<file path="src/rtl/lane_word_align_if.sv">
// Lane bus for lane_word_align: raw DDR bits and slip/align controls in,
// aligned words and per-lane alignment status out.
interface lane_word_align_if #(
  parameter int LANES     = 8,
  parameter int WORD_BITS = 14
);
  localparam int SW = $clog2(WORD_BITS);

  logic [LANES-1:0]           bit_rise;
  logic [LANES-1:0]           bit_fall;
  logic [LANES-1:0]           bitslip_pulse;
  logic                       align_start;
  logic [LANES*WORD_BITS-1:0] word_data;
  logic                       word_valid;
  logic [LANES-1:0]           lane_locked;
  logic [LANES-1:0]           lane_fail;
  logic [LANES*SW-1:0]        slip_value;

  modport master (
    output bit_rise, bit_fall, bitslip_pulse, align_start,
    input  word_data, word_valid, lane_locked, lane_fail, slip_value
  );

  modport slave (
    input  bit_rise, bit_fall, bitslip_pulse, align_start,
    output word_data, word_valid, lane_locked, lane_fail, slip_value
  );
endinterface

</file>
<file path="src/rtl/lane_word_align.sv">
// Per-lane DDR deserializer with word-boundary bitslip and automatic
// training-pattern alignment; all lanes share one word-phase counter.
module lane_word_align #(
  parameter int                   LANES         = 8,
  parameter int                   WORD_BITS     = 14,
  parameter logic [WORD_BITS-1:0] TRAIN_PATTERN = 14'h2C3A,
  parameter int                   LOCK_COUNT    = 16
) (
  input  logic             dco_clk,
  input  logic             rst,
  lane_word_align_if.slave bus
);
  localparam int SW      = $clog2(WORD_BITS);
  localparam int HALF    = WORD_BITS / 2;
  localparam int SR_BITS = 2 * WORD_BITS;
  localparam int PW      = $clog2(HALF);
  localparam int MW      = $clog2(LOCK_COUNT + 1);
  localparam int TW      = $clog2(WORD_BITS + 1);

  typedef enum logic [2:0] {
    S_IDLE,
    S_SETTLE,
    S_CHECK,
    S_LOCKED,
    S_FAIL
  } state_t;

  logic [PW-1:0] r_phase;
  logic          r_valid;
  logic          w_wrap;

  assign w_wrap         = (r_phase == PW'(HALF - 1));
  assign bus.word_valid = r_valid;

  always_ff @(posedge dco_clk or posedge rst) begin
    if (rst) begin
      r_phase <= '0;
      r_valid <= 1'b0;
    end else begin
      r_phase <= w_wrap ? '0 : r_phase + PW'(1);
      r_valid <= w_wrap;
    end
  end

  for (genvar g = 0; g < LANES; g++) begin : g_lane
    // The two newest history bits are the pair arriving this cycle, so the
    // register holds only the older 2W-2; words are cut from the post-shift view.
    logic [SR_BITS-3:0]   r_sr;
    logic [SR_BITS-1:0]   w_sr_nxt;
    logic [WORD_BITS-1:0] w_word;
    logic [WORD_BITS-1:0] r_word;
    logic [SW-1:0]        r_slip;
    logic [SW-1:0]        r_slip_start;
    logic [SW-1:0]        w_slip_inc;
    logic [MW-1:0]        r_match;
    logic [TW-1:0]        r_tries;
    logic                 r_locked;
    logic                 r_fail;
    logic                 w_manual_ok;
    state_t               r_state;

    assign w_sr_nxt    = {r_sr, bus.bit_rise[g], bus.bit_fall[g]};
    assign w_word      = w_sr_nxt[r_slip +: WORD_BITS];
    assign w_slip_inc  = (r_slip == SW'(WORD_BITS - 1)) ? '0 : r_slip + SW'(1);
    assign w_manual_ok = (r_state == S_IDLE) || (r_state == S_LOCKED) ||
                         (r_state == S_FAIL);

    assign bus.word_data[g*WORD_BITS +: WORD_BITS] = r_word;
    assign bus.slip_value[g*SW +: SW]              = r_slip;
    assign bus.lane_locked[g]                      = r_locked;
    assign bus.lane_fail[g]                        = r_fail;

    always_ff @(posedge dco_clk or posedge rst) begin
      if (rst) begin
        r_sr   <= '0;
        r_word <= '0;
      end else begin
        r_sr <= w_sr_nxt[SR_BITS-3:0];
        if (w_wrap) r_word <= w_word;
      end
    end

    always_ff @(posedge dco_clk or posedge rst) begin
      if (rst) begin
        r_state      <= S_IDLE;
        r_slip       <= '0;
        r_slip_start <= '0;
        r_match      <= '0;
        r_tries      <= '0;
        r_locked     <= 1'b0;
        r_fail       <= 1'b0;
      end else if (bus.align_start) begin
        r_state      <= S_SETTLE;
        r_slip_start <= r_slip;
        r_match      <= '0;
        r_tries      <= '0;
        r_locked     <= 1'b0;
        r_fail       <= 1'b0;
      end else if (bus.bitslip_pulse[g] && w_manual_ok) begin
        r_state  <= S_IDLE;
        r_slip   <= w_slip_inc;
        r_locked <= 1'b0;
        r_fail   <= 1'b0;
      end else if (w_wrap) begin
        case (r_state)
          S_SETTLE: r_state <= S_CHECK;
          S_CHECK: begin
            if (w_word == TRAIN_PATTERN) begin
              r_match <= r_match + MW'(1);
              if (r_match == MW'(LOCK_COUNT - 1)) begin
                r_state  <= S_LOCKED;
                r_locked <= 1'b1;
              end
            end else begin
              r_match <= '0;
              r_tries <= r_tries + TW'(1);
              // Every offset tried: give up and return to where the search began.
              if (r_tries == TW'(WORD_BITS - 1)) begin
                r_state <= S_FAIL;
                r_fail  <= 1'b1;
                r_slip  <= r_slip_start;
              end else begin
                r_state <= S_SETTLE;
                r_slip  <= w_slip_inc;
              end
            end
          end
          default: ;
        endcase
      end
    end
  end
endmodule

</file>
<file path="src/flat_wrapper.sv">
// flat-port wrapper written by rule: the top's interface ports become plain ports
module lane_word_align_flat 
#(
  parameter int                   LANES         = 8,
  parameter int                   WORD_BITS     = 14,
  parameter logic [WORD_BITS-1:0] TRAIN_PATTERN = 14'h2C3A,
  parameter int                   LOCK_COUNT    = 16
)
  (dco_clk, rst, bus_bit_rise, bus_bit_fall, bus_bitslip_pulse, bus_align_start, bus_word_data, bus_word_valid, bus_lane_locked, bus_lane_fail, bus_slip_value);
  lane_word_align_if #(.LANES(LANES), .WORD_BITS(WORD_BITS)) bus_i ();
  input  logic dco_clk;
  input  logic rst;
  input wire logic [$bits(bus_i.bit_rise)-1:0] bus_bit_rise;
  input wire logic [$bits(bus_i.bit_fall)-1:0] bus_bit_fall;
  input wire logic [$bits(bus_i.bitslip_pulse)-1:0] bus_bitslip_pulse;
  input wire logic [$bits(bus_i.align_start)-1:0] bus_align_start;
  output wire logic [$bits(bus_i.word_data)-1:0] bus_word_data;
  output wire logic [$bits(bus_i.word_valid)-1:0] bus_word_valid;
  output wire logic [$bits(bus_i.lane_locked)-1:0] bus_lane_locked;
  output wire logic [$bits(bus_i.lane_fail)-1:0] bus_lane_fail;
  output wire logic [$bits(bus_i.slip_value)-1:0] bus_slip_value;
  assign bus_i.bit_rise = bus_bit_rise;
  assign bus_i.bit_fall = bus_bit_fall;
  assign bus_i.bitslip_pulse = bus_bitslip_pulse;
  assign bus_i.align_start = bus_align_start;
  assign bus_word_data = bus_i.word_data;
  assign bus_word_valid = bus_i.word_valid;
  assign bus_lane_locked = bus_i.lane_locked;
  assign bus_lane_fail = bus_i.lane_fail;
  assign bus_slip_value = bus_i.slip_value;
  lane_word_align #(.LANES(LANES), .WORD_BITS(WORD_BITS), .TRAIN_PATTERN(TRAIN_PATTERN), .LOCK_COUNT(LOCK_COUNT)) u_core (.dco_clk(dco_clk), .rst(rst), .bus(bus_i));
endmodule
</file>
<file path="config.mk">
export PLATFORM = sky130hd
export DESIGN_NAME = lane_word_align_flat
export DESIGN_NICKNAME = d
export VERILOG_FILES = /design/src/rtl/lane_word_align_if.sv /design/src/rtl/lane_word_align.sv /design/src/flat_wrapper.sv
export SDC_FILE = /design/constraint.sdc
export NUM_CORES = 1
export LEC_CHECK = 0
export ABC_AREA = 0
export BUFFER_PORTS_ARGS = -buffer_cell sky130_fd_sc_hd__buf_2
export CAP_MARGIN = 0
export CORE_MARGIN = 4
export CORE_UTILIZATION = 44
export CTS_CLUSTER_SIZE = 10
export DETAILED_ROUTE_END_ITERATION = 6
export PLACE_DENSITY = 0.62
export SYNTH_ARGS = -nofsm -noshare
export SYNTH_HDL_FRONTEND = slang
export SYNTH_SLANG_ARGS = --single-unit
export TNS_END_PERCENT = 30
</file>
<file path="constraint.sdc">
create_clock -name dco_clk -period 28.2 [get_ports dco_clk]
set_input_delay 5.64 -clock dco_clk [delete_from_list [all_inputs] [get_ports dco_clk]]
set_output_delay 5.64 -clock dco_clk [all_outputs]
set_load 0.01 [all_outputs]
</file>
==> impl_metrics.sql, run 1 <==
INSERT INTO impl_metrics (metric_group, metric, value, unit) VALUES
('outcome', 'run_status', 'complete, no violations', ''),
('clocking', 'cts-hold-fix-buffers', '0', ''),
('timing', 'post-route-period-util', '29.77', '%'),
('synthesis', 'synth_commonest_cells', 'sky130_fd_sc_hd__dfrtp_1, sky130_fd_sc_hd__nand2_1, sky130_fd_sc_hd__mux4_2', ''),
('synthesis', 'synth-xor-area-share', '0.6586', '%'),
('clocking', 'cts_tree', 'yes', ''),
('die', 'io-pin-count', '188', ''),
('timing', 'setup-violations-final', '0', ''),
('timing', 'grt_setup_unrepaired', 'no', ''),
('layout', 'final_cell_count_no_fill', '3396', ''),
('place', 'place.gp.congestion', '0.8417', ''),
('route', 'vias_per_cell', '5.928', ''),
('critical_path', 'crit_fanout', '177', ''),
('place', 'dpl-instance-area', '29360', 'sq um'),
('timing', 'period_minus_slack', '8.395', 'ns'),
('place', 'placed_cells_incl_taps', '3307', ''),
('clocking', 'h-tree-depth', '2', ''),
('route', 'drt_drc_violations_left', '0', ''),
('critical_path', 'number_of_cells_on_the_worst_reg_to_reg_path', '8', ''),
('layout', 'final_design_area_no_fill', '31080', 'sq um'),
('route', 'detail_route.wl_per_cell', '19.29', 'um'),
('synthesis', 'ys_seq_elements', '500', ''),
('critical_path', 'setup.worst_path.end_class', 'asynchronous set/reset pin', ''),
('power_and_ir_drop', 'cellLeakagePower', '13.15', 'nW'),
('timing', 'hold_violations', '0', ''),
('route', 'drt.antenna.violating_nets', '0', ''),
('synthesis', 'synthMostInstantiatedCell', 'sky130_fd_sc_hd__dfrtp_1', ''),
('clocking', 'cts-buffers-inserted', '59', ''),
('synthesis', 'synth.lib_cells_used.distinct', '83', ''),
('layout', 'drive_gt1_share', '25.76', '%'),
('synthesis', 'post_synth_fa_ha_maj_area_fraction', '1.434', '%'),
('route', 'route.vias.total', '20130', ''),
('die', 'chipHeight', '259.9', 'um'),
('synthesis', 'ys_seq_area_share', '44.80', '%'),
('layout', 'layout.nets', '2581', ''),
('die', 'fp.dieW', '259.9', 'um'),
('clocking', 'cts-root-to-sink-buffers', '3', ''),
('timing', 'tns', '0', 'ns'),
('die', 'design.core.area', '62970', 'sq um'),
('critical_path', 'timing.critical_path.arrival', '8.98', 'ns'),
('grt', 'grt_pass1_vias', '20090', ''),
('synthesis', 'post_synth.cell_area_avg', '11.49', 'sq um'),
('synthesis', 'syn_inst', '2431', ''),
('layout', 'area_growth_syn_to_layout', '11.30', '%'),
('clocking', 'worstSkewPairLatency', '0.62', 'ns'),
('synthesis', 'synth-compound-area-share', '10.01', '%'),
('grt', 'number_of_antenna_violations_at_the_first_check_in_global_routing', '2', ''),
('synthesis', 'synth_top_area_cell', 'sky130_fd_sc_hd__dfrtp_1', ''),
('clocking', 'clock_transition_at_the_registers_of_the_reported_paths', '0.06', 'ns'),
('hold_path', 'hold_class', 'reg -> reg', ''),
('timing', 'max_clock_freq', '119.1', 'MHz'),
('synthesis', 'ys_dominant_reg_cell', 'sky130_fd_sc_hd__dfrtp_1', ''),
('timing', 'drv_slew', '0', ''),
('synthesis', 'async_reset_ff_share', '100.0', '%'),
('synthesis', 'synth_largest_type_area_fraction', '44.80', '%'),
('clocking', 'post-cts-setup-buffer-count', '0', ''),
('route', 'detail_route.iter0.violations', '1474', ''),
('layout', 'num_antenna_cells', '0', ''),
('power_and_ir_drop', 'power_density', '96.45', 'nW/um^2'),
('place', 'placement.io_buffers', '187', ''),
('synthesis', 'yosys_warnings', '0', ''),
('die', 'rows', '92', ''),
('place', 'pre_cts_setup_slack', '18.88', 'ns'),
('synthesis', 'synth_simple_gate_area_share', '12.42', '%'),
('clocking', 'cts_resized', '0', ''),
('die', 'die_area', '67560', 'sq um'),
('route', 'wirelength', '65500', 'um'),
('critical_path', 'path_class', 'in -> async', ''),
('timing', 'tightestPinTransition', '1.066', 'ns'),
('grt', 'global_route.usage.total', '19.45', '%'),
('place', 'dpl.hpwl', '44080', 'um');
registers in the layout (all words and copies together) (netlist names), 24 cells and up:
signal	cells
u_core.g_lane.r_sr	208
u_core.g_lane.r_word	112
u_core.g_lane.r_match	40
u_core.g_lane.r_slip	32
u_core.g_lane.r_slip_start	32
u_core.g_lane.r_tries	32
u_core.g_lane.r_state	24
per-stage QoR:
step                      util, %  power [W]
after floorplan                 -   0.001975
after global placement      46.63   0.002284
after detailed placement    46.63   0.002309
after CTS                   49.36   0.003032
after global routing        49.36   0.003198
final                       49.36   0.002998
critical path, cell delays in order:
cell                     delay [ns]
sky130_fd_sc_hd__buf_2         0.13
sky130_fd_sc_hd__inv_8         0.44
sky130_fd_sc_hd__buf_12        0.76
sky130_fd_sc_hd__buf_4         0.85
sky130_fd_sc_hd__buf_4         0.95
path summary, 6_finish.rpt:
kind / slack [ns] / end / start
setup / recovery: 19.80 / u_core.g_lane[2].r_sr[0]$_DFF_PP0_ / rst
hold / removal: 0.39 / u_core.g_lane[6].r_sr[2]$_DFF_PP0_ / u_core.g_lane[6].r_sr[0]$_DFF_PP0_
setup reg to reg: 23.85 / u_core.g_lane[5].r_slip[2]$_DFFE_PP0P_ / u_core.g_lane[5].r_slip[0]$_DFFE_PP0P_
hold reg to reg: 0.39 / u_core.g_lane[6].r_sr[2]$_DFF_PP0_ / u_core.g_lane[6].r_sr[0]$_DFF_PP0_
max in group dco_clk: 19.92 / u_core.g_lane[6].r_slip[0]$_DFFE_PP0P_ / bus_bit_fall[6]
min in group asynchronous: 5.12 / u_core.g_lane[3].r_sr[3]$_DFF_PP0_ / rst
cells by family (layout without fill, tap and decap cells):
group	count (synthesis)	in the layout
flops	500	500
fa+ha+maj	32	32
buf+inv	247	366
simple gates	743	743
compound gates	446	446
mux	442	442
xor+xnor	21	21
layer usage:
metal | track usage, % | up-vias | routed length [um]
met2 | 31.52 | 458 | 31660
li1 | - | 9221 | -
met4 | 4.617 | 2 | 1280
met5 | 0 | - | 20
met1 | 27.67 | 10350 | 29350
met3 | 3.350 | 96 | 3195
final cells by class:
| type | count | area, sq um |
|---|---|---|
| fillers | 5641 | 31880 |
| flip-flops and latches | 500 | 12520 |
| repair buffers | 218 | 1184 |
| clock buffers | 83 | 1657 |
| inverters | 59 | 229.0 |
| well taps | 846 | 1059 |
| multi-input cells | 1684 | 14370 |
| clock inverters | 6 | 66.31 |
layout by cell type, fill, tap and decap left out, types with 11 or more instances in the layout:
cell type / count
sky130_fd_sc_hd__nor2b_1: 31
sky130_fd_sc_hd__xnor2_1: 16
sky130_fd_sc_hd__a22oi_1: 13
sky130_fd_sc_hd__clkbuf_16: 59
sky130_fd_sc_hd__nor3_1: 35
sky130_fd_sc_hd__o21ai_0: 153
sky130_fd_sc_hd__and3_1: 27
sky130_fd_sc_hd__nand3_1: 37
sky130_fd_sc_hd__buf_4: 31
sky130_fd_sc_hd__a22o_1: 15
sky130_fd_sc_hd__a31oi_1: 19
sky130_fd_sc_hd__and2_1: 19
sky130_fd_sc_hd__dfrtp_1: 496
sky130_fd_sc_hd__ha_1: 32
sky130_fd_sc_hd__clkbuf_1: 15
sky130_fd_sc_hd__nand2b_1: 25
sky130_fd_sc_hd__buf_2: 186
sky130_fd_sc_hd__or3_1: 15
sky130_fd_sc_hd__o211ai_1: 16
sky130_fd_sc_hd__mux2_2: 113
sky130_fd_sc_hd__nor2_1: 170
sky130_fd_sc_hd__a21oi_1: 114
sky130_fd_sc_hd__nand2_1: 310
sky130_fd_sc_hd__nand3b_1: 11
sky130_fd_sc_hd__mux2i_1: 96
sky130_fd_sc_hd__inv_1: 50
sky130_fd_sc_hd__a211oi_1: 11
sky130_fd_sc_hd__mux4_2: 223
where the power goes:
part	internal (W)	switching, W
Sequential	0.000859	0.000148
Clock	0.000410	0.000294
Combinational	0.000637	0.000650
Total	0.00191	0.00109
(Power assumes the default switching activity.)
==> run 2: changes to the inputs <==
- ABC_AREA: 0 -> 1
- clock period: 28.2 -> 8.2 ns (I/O delays scaled with it)
==> run 2 against run 1 <==
Compared with the run above:
- register-to-register slack worse by 19 ns
- via count up 27%
- critical endpoint is now bus_slip_value[24]
- sequential power rose to 3.3 times the previous value
- synthesized area down 0.50%
- largest power group unchanged
- largest cell class unchanged
- sequential share of layout area up 0.50 points
- clock power rose to 3.4 times the previous value
- power rose to 3.4 times the previous value
- highest routed layer is now met4
- worst hold slack worse by 0.0077 ns
- worst setup slack worse by 15 ns
- critical path depth down 4
- die area down 0.48%
==> impl_metrics.sql, run 2 <==
INSERT INTO impl_metrics (metric_group, metric, value, unit) VALUES
('outcome', 'run_status', 'complete, no violations', ''),
('timing', 'hold_violations', '0', ''),
('place', 'placement.io_buffers', '187', ''),
('synthesis', 'synth.lib_cells_used.distinct', '40', ''),
('clocking', 'post-cts-setup-buffer-count', '0', ''),
('synthesis', 'post_synth.cell_area_avg', '7.230', 'sq um'),
('critical_path', 'start_kind', 'flip-flop', ''),
('clocking', 'cts-buffers-inserted', '59', ''),
('synthesis', 'ys_seq_elements', '500', ''),
('critical_path', 'cpLargestDelayFamily', 'flip-flops', ''),
('critical_path', 'crit_fanout', '30', ''),
('route', 'drt_drc_violations_left', '0', ''),
('power_and_ir_drop', 'power_density', '331.9', 'nW/um^2'),
('layout', 'top_register', 'u_core.g_lane.r_sr', ''),
('synthesis', 'ys_dominant_reg_cell', 'sky130_fd_sc_hd__dfrtp_1', ''),
('critical_path', 'cp_num_buf_inv', '1', ''),
('timing', 'tns', '0', 'ns'),
('layout', 'final_cell_count_no_fill', '4788', ''),
('timing', 'grt_setup_unrepaired', 'no', ''),
('critical_path', 'timing.critical_path.arrival', '1.85', 'ns'),
('layout', 'largest_reg_flops', '208', ''),
('layout', 'layout.filler_cells', '6146', ''),
('route', 'detail_route.wl_per_cell', '15.32', 'um'),
('layout', 'area_growth_syn_to_layout', '10.46', '%'),
('grt', 'grt.overflow.total', '0', ''),
('route', 'first_pass_iters', '7', ''),
('synthesis', 'syn_inst', '3843', ''),
('critical_path', 'r2r_start', 'u_core.g_lane[6].r_slip[0]$_DFFE_PP0P_', ''),
('layout', 'drive_gt1_share', '8.863', '%'),
('run', 'drv_cap', '0', ''),
('layout', 'layout_commonest_cell', 'sky130_fd_sc_hd__nand2_1', ''),
('die', 'rows', '91', ''),
('place', 'place.gp.congestion', '0.8766', ''),
('grt', 'number_of_antenna_violations_at_the_first_check_in_global_routing', '2', ''),
('timing', 'post-route-period-util', '42.58', '%'),
('clocking', 'clock_sinks', '500', ''),
('layout', 'layout_common_cells', 'sky130_fd_sc_hd__nand2_1, sky130_fd_sc_hd__nand3_1, sky130_fd_sc_hd__dfrtp_1', ''),
('synthesis', 'synth_top_area_cell', 'sky130_fd_sc_hd__dfrtp_1', ''),
('critical_path', 'crit_path_max_incr_delay', '0.96', 'ns'),
('die', 'design.core.area', '62050', 'sq um'),
('hold_path', 'hold_class', 'reg -> reg', ''),
('timing', 'period_minus_slack', '3.491', 'ns'),
('power_and_ir_drop', 'peakVddDrop', '0.1722', 'mV'),
('critical_path', 'crit_required', '6.56', 'ns'),
('synthesis', 'ys_seq_area_share', '45.03', '%'),
('die', 'chipHeight', '259.3', 'um'),
('route', 'route.vias.total', '25600', ''),
('clocking', 'worstSkewPairLatency', '0.61', 'ns'),
('timing', 'max_clock_freq', '286.4', 'MHz'),
('die', 'fp.dieW', '259.3', 'um'),
('layout', 'layout.nets', '3985', ''),
('route', 'detail_route.iter0.violations', '2195', ''),
('clocking', 'cts-root-buf', 'sky130_fd_sc_hd__clkbuf_16', ''),
('timing', 'drv_slew', '0', ''),
('critical_path', 'worstSetupStartpoint', 'u_core.g_lane[6].r_slip[0]$_DFFE_PP0P_', ''),
('clocking', 'cts_resized', '0', ''),
('grt', 'global_route.usage.total', '21.45', '%'),
('timing', 'maxSlewHeadroom', '36.52', '%'),
('die', 'start_util', '44.78', '%'),
('die', 'io-pin-count', '188', ''),
('route', 'drt.antenna.violating_nets', '0', ''),
('clocking', 'cts-root-to-sink-buffers', '3', ''),
('timing', 'fin_skew', '0.01186', 'ns'),
('power_and_ir_drop', 'cellLeakagePower', '15.30', 'nW'),
('route', 'vias_per_cell', '5.346', ''),
('clocking', 'clock_transition_at_the_registers_of_the_reported_paths', '0.06', 'ns'),
('synthesis', 'synthMostInstantiatedCell', 'sky130_fd_sc_hd__nand2_1', ''),
('grt', 'largest_net_degree_at_the_start_of_global_routing', '139', ''),
('critical_path', 'path_class', 'reg -> out', ''),
('hold_path', 'min-delay-start', 'u_core.g_lane[4].r_sr[23]$_DFF_PP0_', ''),
('synthesis', 'synth_nets', '3902', ''),
('route', 'wirelength', '73370', 'um'),
('synthesis', 'synth.top_cells.by_area', 'sky130_fd_sc_hd__dfrtp_1, sky130_fd_sc_hd__nand2_1, sky130_fd_sc_hd__nand3_1, sky130_fd_sc_hd__o21ai_0, sky130_fd_sc_hd__nor2_1', ''),
('synthesis', 'synth_commonest_cells', 'sky130_fd_sc_hd__nand2_1, sky130_fd_sc_hd__nand3_1, sky130_fd_sc_hd__dfrtp_1', ''),
('clocking', 'cts-hold-fix-buffers', '0', ''),
('clocking', 'h-tree-depth', '2', ''),
('grt', 'grt_first_pass_wirelength', '121800', 'um'),
('clocking', 'cts_tree', 'yes', ''),
('synthesis', 'async_reset_ff_share', '100.0', '%'),
('critical_path', 'cp_slowest_cell', 'sky130_fd_sc_hd__dfrtp_1', ''),
('grt', 'grt_pass1_vias', '23750', ''),
('synthesis', 'syn_area', '27790', 'sq um'),
('critical_path', 'timing.critical_path.cells', 'buf_2', ''),
('critical_path', 'setup.worst_path.end_class', 'output pin', ''),
('timing', 'tightestPinTransition', '0.9522', 'ns'),
('synthesis', 'synth_enable_flop_cells', '0', ''),
('die', 'die_area', '67230', 'sq um'),
('layout', 'reg_top3', 'u_core.g_lane.r_sr x208, u_core.g_lane.r_word x112, u_core.g_lane.r_match x40', ''),
('place', 'placed_cells_incl_taps', '4702', ''),
('place', 'dpl.hpwl', '50460', 'um'),
('timing', 'setup-violations-final', '0', ''),
('synthesis', 'synth_largest_type_area_fraction', '45.03', '%'),
('synthesis', 'yosys_warnings', '0', '');
## run 2: cell count changes after synthesis, sizes merged, moves of 91 or more
cell   previous run  this run
inv              56       254
mux2i            96         5
mux4            232         0
mux2            114         0
nand3            39       889
nand2           310      1264
## run 2: cells by family after synthesis
group | after synthesis | synth area share [%]
simple gates | 2476 | 38.38
flops | 500 | 45.03
buf+inv | 451 | 7.160
compound gates | 352 | 6.953
fa+ha+maj | 32 | 1.441
xor+xnor | 27 | 0.8511
mux | 5 | 0.1801
## run 2: worst paths after layout
kind,cells past startpoint,endpoint,slack (ns)
min in group asynchronous,2,u_core.g_lane[7].r_sr[20]$_DFF_PP0_,1.13
setup / recovery,1,bus_slip_value[24],4.71
hold reg to reg,0,u_core.g_lane[4].r_sr[25]$_DFF_PP0_,0.38
max in group asynchronous,4,u_core.g_lane[1].r_sr[6]$_DFF_PP0_,5.30
setup reg to reg,13,u_core.g_lane[6].r_state[0]$_DFFE_PP0P_,4.80
hold / removal,0,u_core.g_lane[4].r_sr[25]$_DFF_PP0_,0.38
## run 2: metal layers
layer	track usage, %	share of wire [%]
met1	31.25	48
met2	34.13	46
met3	2.966	4.4
met4	5.052	2.0
met5	0	0
## run 2: power breakdown
| part | internal (W) | total (W) | switching (W) |
|---|---|---|---|
| logic | 0.00141 | 0.00446 | 0.00304 |
| clock network | 0.00138 | 0.00238 | 0.000997 |
| registers | 0.00295 | 0.00335 | 0.000405 |
## run 2: final cells by class
type,count,area (sq um),area share [%]
clock inverters,5,25.02,0.08154
repair buffers,215,1174,3.824
inverters,258,974.7,3.176
multi-input cells,2892,13290,43.30
flip-flops and latches,500,12510,40.77
clock buffers,79,1664,5.422
diodes,2,5.005,0.01631
well taps,837,1047,3.412
## run 2: through the flow
stage | area [sq um] | utilization, % | hold WS, ns | total power (W) | setup WS, ns
floorplan | 27790 | - | 0.3537 | 0.006641 | -0.2245
global placement | 29000 | 46.73 | 0.3654 | 0.007805 | 4.246
detailed placement | 29000 | 46.73 | 0.3724 | 0.007815 | 4.210
CTS | 30690 | 49.45 | 0.3882 | 0.01026 | 4.646
global route | 30690 | 49.45 | 0.4003 | 0.01106 | 4.393
finish | 30690 | 49.46 | 0.3817 | 0.01019 | 4.709
## run 2: worst register-to-register path, stage by stage (launching register included)
cell and delay (ns):
sky130_fd_sc_hd__dfrtp_1 0.96, sky130_fd_sc_hd__inv_2 0.49, sky130_fd_sc_hd__nand2_1 0.20, sky130_fd_sc_hd__nand3_1 0.10, sky130_fd_sc_hd__nand3_1 0.11, sky130_fd_sc_hd__nand2_1 0.11
sky130_fd_sc_hd__a21oi_1 0.34, sky130_fd_sc_hd__nand3_1 0.12, sky130_fd_sc_hd__nor2_1 0.27, sky130_fd_sc_hd__nand2_2 0.16, sky130_fd_sc_hd__o21ai_2 0.27, sky130_fd_sc_hd__inv_1 0.07
sky130_fd_sc_hd__nand2_1 0.06, sky130_fd_sc_hd__nand2_1 0.05
